[config.mk]
export PLATFORM = sky130hd
export DESIGN_NAME = modular_exp_scaled
export DESIGN_NICKNAME = d
export VERILOG_FILES = /design/src/rtl/modular_exp_scaled.sv
export SDC_FILE = /design/constraint.sdc
export NUM_CORES = 2
export LEC_CHECK = 0
export BUFFER_PORTS_ARGS = -buffer_cell sky130_fd_sc_hd__buf_2
export CAP_MARGIN = 20
export CELL_PAD_IN_SITES_DETAIL_PLACEMENT = 1
export CELL_PAD_IN_SITES_GLOBAL_PLACEMENT = 2
export CORE_MARGIN = 2
export CORE_UTILIZATION = 25
export CTS_CLUSTER_SIZE = 20
export DETAILED_ROUTE_END_ITERATION = 10
export PLACE_DENSITY = 0.52
export SETUP_SLACK_MARGIN = 0.05
export SYNTH_ARGS = -nofsm -noshare
export SYNTH_HDL_FRONTEND = slang
export SYNTH_SLANG_ARGS = --single-unit
export TNS_END_PERCENT = 5
[constraint.sdc]
create_clock -name clk -period 11.75 [get_ports clk]
set_input_delay 0.5875 -clock clk [delete_from_list [all_inputs] [get_ports clk]]
set_output_delay 0.5875 -clock clk [all_outputs]
set_load 0.01 [all_outputs]
[src/rtl/modular_exp_scaled.sv]
// modular_exp_scaled: constant-time (scale * base^power) mod modulus over four valid/ready operand streams.
module modular_exp_scaled #(
  parameter int SIZE     = 64,
  parameter int EXP_SIZE = 64
) (
  input  logic                clk,
  input  logic                rst,
  input  logic [SIZE-1:0]     input_base_tdata,
  input  logic                input_base_tvalid,
  output logic                input_base_tready,
  input  logic [EXP_SIZE-1:0] input_power_tdata,
  input  logic                input_power_tvalid,
  output logic                input_power_tready,
  input  logic [SIZE-1:0]     input_modulus_tdata,
  input  logic                input_modulus_tvalid,
  output logic                input_modulus_tready,
  input  logic [SIZE-1:0]     input_scale_tdata,
  input  logic                input_scale_tvalid,
  output logic                input_scale_tready,
  output logic [SIZE-1:0]     output_tdata,
  output logic                output_error,
  output logic                output_tvalid,
  input  logic                output_tready
);
  localparam int BW = (SIZE > 1) ? $clog2(SIZE) : 1;
  localparam int EW = $clog2(EXP_SIZE + 1);
  typedef enum logic [1:0] {IDLE, REDUCE, EXP, DONE} state_t;
  state_t            state_q;
  logic [3:0]        flag_q, flag_d, rdy_q, hs;
  logic [SIZE-1:0]   base_q, mod_q, scale_q, acc_q, b_q, out_data_q;
  logic [EXP_SIZE-1:0] pow_q;
  logic [SIZE:0]     ra_q, rs_q, ra_d, rs_d, ba, bs, m;
  logic [BW-1:0]     bit_q;
  logic [EW-1:0]     it_q;
  logic              abit_a, abit_s, out_valid_q, out_err_q;
  // One interleaved shift-add step; r and m are one bit wider so 2r and r+b never overflow.
  function automatic logic [SIZE:0] mm_step(input logic [SIZE:0] r, input logic a,
                                            input logic [SIZE:0] b, input logic [SIZE:0] mo);
    logic [SIZE:0] t;
    t = {r[SIZE-1:0], 1'b0};
    t = (t >= mo) ? t - mo : t;
    t = a ? t + b : t;
    return (t >= mo) ? t - mo : t;
  endfunction
  assign {input_scale_tready, input_modulus_tready, input_power_tready, input_base_tready} = rdy_q;
  assign hs = rdy_q & {input_scale_tvalid, input_modulus_tvalid, input_power_tvalid, input_base_tvalid};
  assign flag_d = flag_q | hs;
  assign output_tdata = out_data_q;
  assign output_error = out_err_q;
  assign output_tvalid = out_valid_q;
  always_comb begin
    m      = {1'b0, mod_q};
    abit_a = (state_q == REDUCE) ? scale_q[bit_q] : acc_q[bit_q];
    abit_s = (state_q == REDUCE) ? base_q[bit_q] : b_q[bit_q];
    ba     = (state_q == REDUCE) ? (SIZE+1)'(1) : {1'b0, b_q};
    bs     = ba;
    ra_d   = mm_step(ra_q, abit_a, ba, m);
    rs_d   = mm_step(rs_q, abit_s, bs, m);
  end
  always_ff @(posedge clk) begin
    if (rst) begin
      state_q     <= IDLE;
      flag_q      <= '0;
      rdy_q       <= '0;
      out_valid_q <= 1'b0;
      out_data_q  <= '0;
      out_err_q   <= 1'b0;
    end else begin
      case (state_q)
        IDLE: begin
          if (hs[0]) base_q  <= input_base_tdata;
          if (hs[1]) pow_q   <= input_power_tdata;
          if (hs[2]) mod_q   <= input_modulus_tdata;
          if (hs[3]) scale_q <= input_scale_tdata;
          flag_q <= flag_d;
          rdy_q  <= (&flag_d) ? 4'b0 : ~flag_d;
          if (&flag_d) begin
            state_q <= REDUCE;
            bit_q   <= BW'(SIZE - 1);
            ra_q    <= '0;
            rs_q    <= '0;
          end
        end
        REDUCE: begin
          if (mod_q == '0) begin
            state_q     <= DONE;
            out_valid_q <= 1'b1;
            out_err_q   <= 1'b1;
            out_data_q  <= '0;
          end else begin
            ra_q  <= ra_d;
            rs_q  <= rs_d;
            bit_q <= bit_q - BW'(1);
            if (bit_q == '0) begin
              acc_q   <= ra_d[SIZE-1:0];
              b_q     <= rs_d[SIZE-1:0];
              ra_q    <= '0;
              rs_q    <= '0;
              bit_q   <= BW'(SIZE - 1);
              it_q    <= '0;
              state_q <= EXP;
            end
          end
        end
        EXP: begin
          ra_q  <= ra_d;
          rs_q  <= rs_d;
          bit_q <= bit_q - BW'(1);
          if (bit_q == '0) begin
            // The multiply always runs; only the commit into acc depends on the exponent bit.
            b_q   <= rs_d[SIZE-1:0];
            acc_q <= pow_q[0] ? ra_d[SIZE-1:0] : acc_q;
            pow_q <= pow_q >> 1;
            ra_q  <= '0;
            rs_q  <= '0;
            bit_q <= BW'(SIZE - 1);
            it_q  <= it_q + EW'(1);
            if (it_q == EW'(EXP_SIZE - 1)) begin
              state_q     <= DONE;
              out_valid_q <= 1'b1;
              out_err_q   <= 1'b0;
              out_data_q  <= pow_q[0] ? ra_d[SIZE-1:0] : acc_q;
            end
          end
        end
        DONE: begin
          if (output_tready) begin
            state_q     <= IDLE;
            flag_q      <= '0;
            rdy_q       <= '1;
            out_valid_q <= 1'b0;
            out_data_q  <= '0;
            out_err_q   <= 1'b0;
          end
        end
        default: state_q <= IDLE;
      endcase
    end
  end
endmodule

Word-level counts from Yosys, hierarchy flattened

Index checks and enable logic that the tools add are counted.

Bits in registers: 601
Bits of input ports: 263
Output and inout bits: 70
Logic and storage cells: 133

Add/subtract/negate cells: 8
Order comparisons: 5
Equal/unequal tests: 13
Mux-type cells: 68
Bitwise gates (word level): 4
Reductions and logical operators: 19

Operators with widths:

| operator              | count |
|---|---|
| $mux W64              | 20 |
| $pmux W64 S3          | 3 |
| $pmux W64 S2          | 3 |
| $ge A65 B64 Y1        | 4 |
| $mux W65              | 4 |
| $add A65 B64 Y65      | 2 |
| $sub A65 B64 Y65      | 2 |
| $sub A64 B64 Y64      | 2 |
| $logic_not A64 Y1     | 1 |
| $bmux W1 S6           | 4 |
| $mux W7               | 3 |
| $mux W6               | 3 |
| $pmux W6 S3           | 1 |
| $pmux W4 S2           | 2 |
| $reduce_and A5 Y1     | 3 |
| $pmux W7 S2           | 1 |
| $mux W1               | 12 |
| $mux W2               | 6 |
| $mux W4               | 3 |
| $ne A2 B2 Y1 const B  | 6 |
| $reduce_and A3 Y1     | 4 |
| $reduce_and A4 Y1     | 3 |
| $pmux W2 S4           | 1 |
| $add A7 B1 Y7 const B | 1 |
| other kinds (17)      | 23 |

Longest topological paths before layout

Depth in word-level cells: 10
Gate-level depth with buffers: 46
Gate-level depth less buffers: 38

Worst setup path after synthesis

OpenSTA, ideal clock, no wires.

Path kind: reg-to-reg
Start point: reg mod_q[12]
End point: reg rs_q[50], data pin
Library setup time: 255 ps
Data arrival time: 8366 ps
Data required time: 11495 ps
Path slack: 3129 ps
Cell stages (with the launch flop): 45
Path buffers: 7
Period minus slack after synthesis: 8621 ps
Cell sequence: edfxtp_1 inv_1 ha_1 buf_2 a21oi_1 o211ai_1 a41o_1 a211o_1 o2111a_1 o31ai_2 a21o_1 buf_2 buf_2 buf_2 nor2_1 a21oi_1 inv_1 ha_1 (+9 left out) a21oi_1 ha_1 clkbuf_1 and3_1 nand2_1 o31ai_1 a31oi_1 o21ai_1 a21oi_1 o31ai_2 nand3_1 a21oi_1 and2_1 nand3b_1 buf_6 buf_6 mux2_4 and2_1

Longest elaborated chain between the ends: 9
Elaborated cells between the ends (all ways): 11
Classes of those cells: add/sub: 3; order compare: 2; mux: 6

Ends and longest elaborated chain:

| what                                                      | RTL line | RTL |
|---|---|---|
| from (decl)                                               | 30       | `logic [SIZE-1:0] base_q, mod_q, scale_q, acc_q, b_q, out_data_q;` |
| from (signal assigned)                                    | 73       | `if (hs[2]) mod_q <= input_modulus_tdata;` |
| $sub A65 B64 Y65 / $ge A65 B64 Y1 (equally long branches) | 41       | `t = (t >= mo) ? t - mo : t;` |
| $mux W65                                                  | 41       |  |
| $add A65 B64 Y65                                          | 42       | `t = a ? t + b : t;` |
| $mux W65                                                  | 42       |  |
| $sub A64 B64 Y64 / $ge A65 B64 Y1 (equally long branches) | 43       | `return (t >= mo) ? t - mo : t;` |
| $mux W64 (*)                                              | 43       |  |
| named net rs_d[50]                                        | 32       | `logic [SIZE:0] ra_q, rs_q, ra_d, rs_d, ba, bs, m;` |
| $mux W64 (*)                                              | 94, 109  |  |
| $mux W64                                                  | 85       | `if (mod_q == '0) begin` |
| $pmux W64 S3 (*)                                          | 69       | `case (state_q)` |
| to (signal assigned)                                      | 92       | `rs_q <= rs_d;` |
| to (signal assigned)                                      | 107      | `rs_q <= rs_d;` |
| to (decl)                                                 | 32       |  |

The timed path passes the listed nets; every way through them passes the cells marked *. The select of a mux whose other input is x is not followed.
A chain may end at the register's enable or synchronous reset.

Worst setup path in the final report

Start point: reg mod_q[55]
End point: reg acc_q[8], data pin

Longest elaborated chain between the ends: 9
Elaborated cells between the ends (all ways): 13
Classes of those cells: add/sub: 3; order compare: 2; mux: 8

Ends and longest elaborated chain:

| what                                                      | RTL line | RTL |
|---|---|---|
| $sub A65 B64 Y65 / $ge A65 B64 Y1 (equally long branches) | 41       |  |
| $mux W65                                                  | 41       |  |
| $add A65 B64 Y65                                          | 42       |  |
| $mux W65                                                  | 42       |  |
| $ge A65 B64 Y1 / $sub A64 B64 Y64 (equally long branches) | 43       |  |
| $mux W64 (*)                                              | 43       |  |
| $mux W64 (on tied branches)                               | n/a      |  |
| $mux W64 (on tied branches)                               | 109, 85  |  |
| $pmux W64 S2 (*)                                          | 69       |  |
| to (signal assigned)                                      | 95       | `acc_q <= ra_d[SIZE-1:0];` |
| to (signal assigned)                                      | 112      | `acc_q <= pow_q[0] ? ra_d[SIZE-1:0] : acc_q;` |
| to (decl)                                                 | 30       |  |

Every way passes the cells marked *; elsewhere a longest branch is shown, timed or not. The select of a mux whose other input is x is not followed.

==> run_results.csv <==
group,metric,value,unit
clock_tree,cts.reportedPaths.clkPinSlew,0.06,ns
global_route,antenna_found_initial,11,
sta,hold_viol,0,
power_and_ir_drop,switching_power,7.302,mW
global_route,grt_pass1_wl,323500,microns
sta,fmax,89.08,MHz
yosys,ys.flop_type,"edfxtp_1",
yosys,syn_area,0.05044,sq mm
drt,drc_errors,0,
clock_tree,clock_latency,0.70,ns
worst_setup_path,r2r-end,"acc_q[8]$_DFFE_PP_",
die,fp.dieW,453.2,microns
worst_setup_path,required,12.17,ns
power_and_ir_drop,swShare,47.53,%
final_layout,area_delta_synth_final,16.57,%
final_layout,num-nets-final,6551,
power_and_ir_drop,internal-power,8.060,mW
drt,dr.first_iter.drc_count,2896,
drt,post_drt_via_cell_ratio,5.128,
worst_setup_path,r2r-start,"mod_q[55]$_DFFE_PP_",
final_layout,final_cell_mix,"a21oi_1 (589), edfxtp_1 (525), nor2_1 (462), nand2_1 (439), ha_1 (388)",
place,dpl_worst_slack,-0.1105,ns
hold_path,min_from,"input_modulus_tdata[6]",
sta,worst_slew_pin_slew,1.050,ns
global_route,grt_max_degree,81,
sta,period_minus_slack,11.23,ns
drt,ant_nets,0,
worst_setup_path,slowest_delay,0.55,ns
clock_tree,cts.path.max_buffers,3,
hold_path,hp-class,"in2reg",
clock_tree,cts_tree,"done",
sta,maxSlewViolCount,0,
global_route,grtUsageTotal,21.32,%
final_layout,final_cells,8612,
sta,rsz0062_at_grt,"no",
yosys,synth_enable_flop_cells,525,
run_status,status,"finished, final reports clean",
yosys,synthCells,5514,
worst_setup_path,critPathCaptureType,"flop",
place,gp_congestion,0.8846,
die,die_y,453.2,microns
worst_setup_path,cp_max_fo,18,
yosys,syn_nets,6174,
die,ioPinCount,333,
power_and_ir_drop,ir_worst_vdd,0.0001295,V
global_route,grt_use_met2,33.97,%
clock_tree,cts_buffers,72,
drt,drt-total-wl,223600,microns
global_route,grtUsageMet3,2.565,%
sta,skew,0.04867,ns
worst_setup_path,cp-start-kind,"flop",
power_and_ir_drop,power,15.36,mW
yosys,yosysWarnings,0,
global_route,grt-ovfl-total,0,
power_and_ir_drop,leakage,23.27,nW
worst_setup_path,cp_slowest_cell,"o21ai_0",
drt,routedWlPerCell,25.97,microns
clock_tree,cts_num_sinks,601,
power_and_ir_drop,p_clk_share,14.8,%
worst_setup_path,reg2reg_depth,41,
sta,setup_ws,0.5243,ns
power_and_ir_drop,seq_power_share,19.0,%
yosys,synth.distinct_cells,100,
yosys,synth_seq_cells,601,
place,numPortBuffers,332,
drt,num_vias,44160,
final_layout,mostFrequentLayoutCell,"a21oi_1",
place,place_hpwl,185200,microns
global_route,grtUsageMet1,30.50,%
final_layout,drive_gt1_share,16.79,%
die,die_area,0.2054,sq mm
yosys,syn_avg_cell_area,9.147,sq um
sta,setup-violations-final,0,
die,num_rows,164,
sta,fin_crit_sh,95.54,%
final_layout,n_fill_cell,23190,
sta,tns,0,ns
die,start_util,25.21,%
worst_setup_path,r2r_slack,0.52,ns
power_and_ir_drop,power.density,261.3,mW/mm^2
power_and_ir_drop,comb_power_share,66.2,%
global_route,grt_pass1_vias,46430,
hold_path,min_path_cells,1,
job,timing.max_cap.violations,0,
place,placed_cells_incl_taps,8472,
worst_setup_path,critPathKind,"reg2reg",
sta,hold_ws,0.06587,ns
hold_path,holdPathEnd,"mod_q[6]$_DFFE_PP_",
clock_tree,cts_max_level,3,
yosys,ys_async_sr_fraction,0,%
worst_setup_path,crit_top_cell,"ha_1",
sta,max_slew_margin,29.97,%
die,coreArea,0.2001,sq mm
drt,dr.pass1.iters,8,
yosys,ys_seq_area_share,34.27,%
worst_setup_path,crit_arrival,11.65,ns
clock_tree,cts_root_buffer,"clkbuf_16",
global_route,top_usage_layer,"met2",
power groups by stage:
stage	registers [mW]	clock network, mW	logic, mW
2_1_floorplan	2.92	0	6.66
3_3_place_gp	2.96	0	10.1
3_5_place_dp	2.96	0	10.1
4_1_cts	2.92	2.35	10.2
5_1_grt	2.93	2.42	11.2
6_report	2.92	2.28	10.2
metal layers:
metal  routed length [microns]  up-vias  part of all wire (%)
met5                        72        -                 0.032
met4                      4770       12                   2.1
met2                     99970      805                    45
met3                      8669      159                   3.9
li1                          -    21340                     -
met1                    110200    21850                    49
synth_stat cells (all sizes together) (12+ instances only):
master / instances / share of area [%]
o221ai: 14 / 0.26
nor4: 37 / 0.46
a21o: 225 / 3.3
nor3: 71 / 0.73
o31ai: 31 / 0.52
buf: 79 / 1.1
mux4: 67 / 3.0
a211o: 12 / 0.21
a211oi: 63 / 0.94
nand4: 107 / 1.4
nand2: 440 / 3.3
dfxtp: 76 / 3.0
a31oi: 58 / 0.72
nor2b: 108 / 1.3
edfxtp: 525 / 31
o211ai: 32 / 0.49
o21bai: 88 / 1.3
o21ai: 418 / 4.2
or2: 15 / 0.19
inv: 186 / 1.4
mux2: 170 / 3.8
a21oi: 592 / 5.9
xor2: 117 / 2.0
ha: 391 / 9.7
nand3: 91 / 0.90
a22oi: 65 / 0.97
or3: 22 / 0.27
nand2b: 41 / 0.51
xnor2: 249 / 4.3
a221oi: 12 / 0.22
clkbuf: 220 / 1.6
nor2: 465 / 3.5
and2: 69 / 0.86
a21boi: 25 / 0.37
a2111oi: 15 / 0.32
o21a: 39 / 0.58
and3: 44 / 0.55
mux2i: 103 / 2.1
metrics by stage:
stage	utilization (%)	cell area (sq um)
CTS	29.36	58740
floorplan	-	50440
global route	29.38	58780
detailed placement	28.18	56370
global placement	28.17	56360
finish	29.39	58800
how the worst max path moves through the flow:
stage                        startpoint                endpoint  cells after the start
finish              mod_q[55]$_DFFE_PP_      acc_q[8]$_DFFE_PP_                     41
floorplan           mod_q[12]$_DFFE_PP_  rs_q[50]$_SDFFCE_PP0P_                     44
global placement    mod_q[56]$_DFFE_PP_     acc_q[15]$_DFFE_PP_                     40
global route        mod_q[56]$_DFFE_PP_      acc_q[8]$_DFFE_PP_                     42
detailed placement  mod_q[56]$_DFFE_PP_      acc_q[8]$_DFFE_PP_                     42
CTS                 mod_q[55]$_DFFE_PP_      acc_q[8]$_DFFE_PP_                     42
final cells by class:
type	instances	area [sq um]	area share, %
clock inverter	40	404.1	0.6873
multi-input combinational	4428	31320	53.26
sequential	601	17290	29.40
clock buffer	92	1938	3.296
inverter	186	701.9	1.194
antenna	7	17.52	0.02979
timing repair buffer	602	3811	6.482
tap	2656	3323	5.652
timing repair:
action,4_1_cts,5_1_grt
hold buffers,1,0
gates resized for setup,4,9
hold endpoints to repair,1,0
endpoints found under the setup margin,104,151
setup buffers,0,0
critical path: cells and delay by family, from the launching register on:
kind	cells	cell delay, ns
buf+inv	7	1.58
mux	1	0.36
compound gates	16	4.10
fa+ha+maj	4	1.52
xor+xnor	1	0.07
flops	1	0.40
simple gates	12	2.84
cells by family after synthesis:
logic type,Yosys count,share of synthesized area (%)
compound gates,1783,22.02
simple gates,1542,14.44
flops,601,34.27
buf+inv,485,4.083
fa+ha+maj,397,9.937
xor+xnor,366,6.355
mux,340,8.883
No activity file was read; power rests on OpenSTA's default activity.
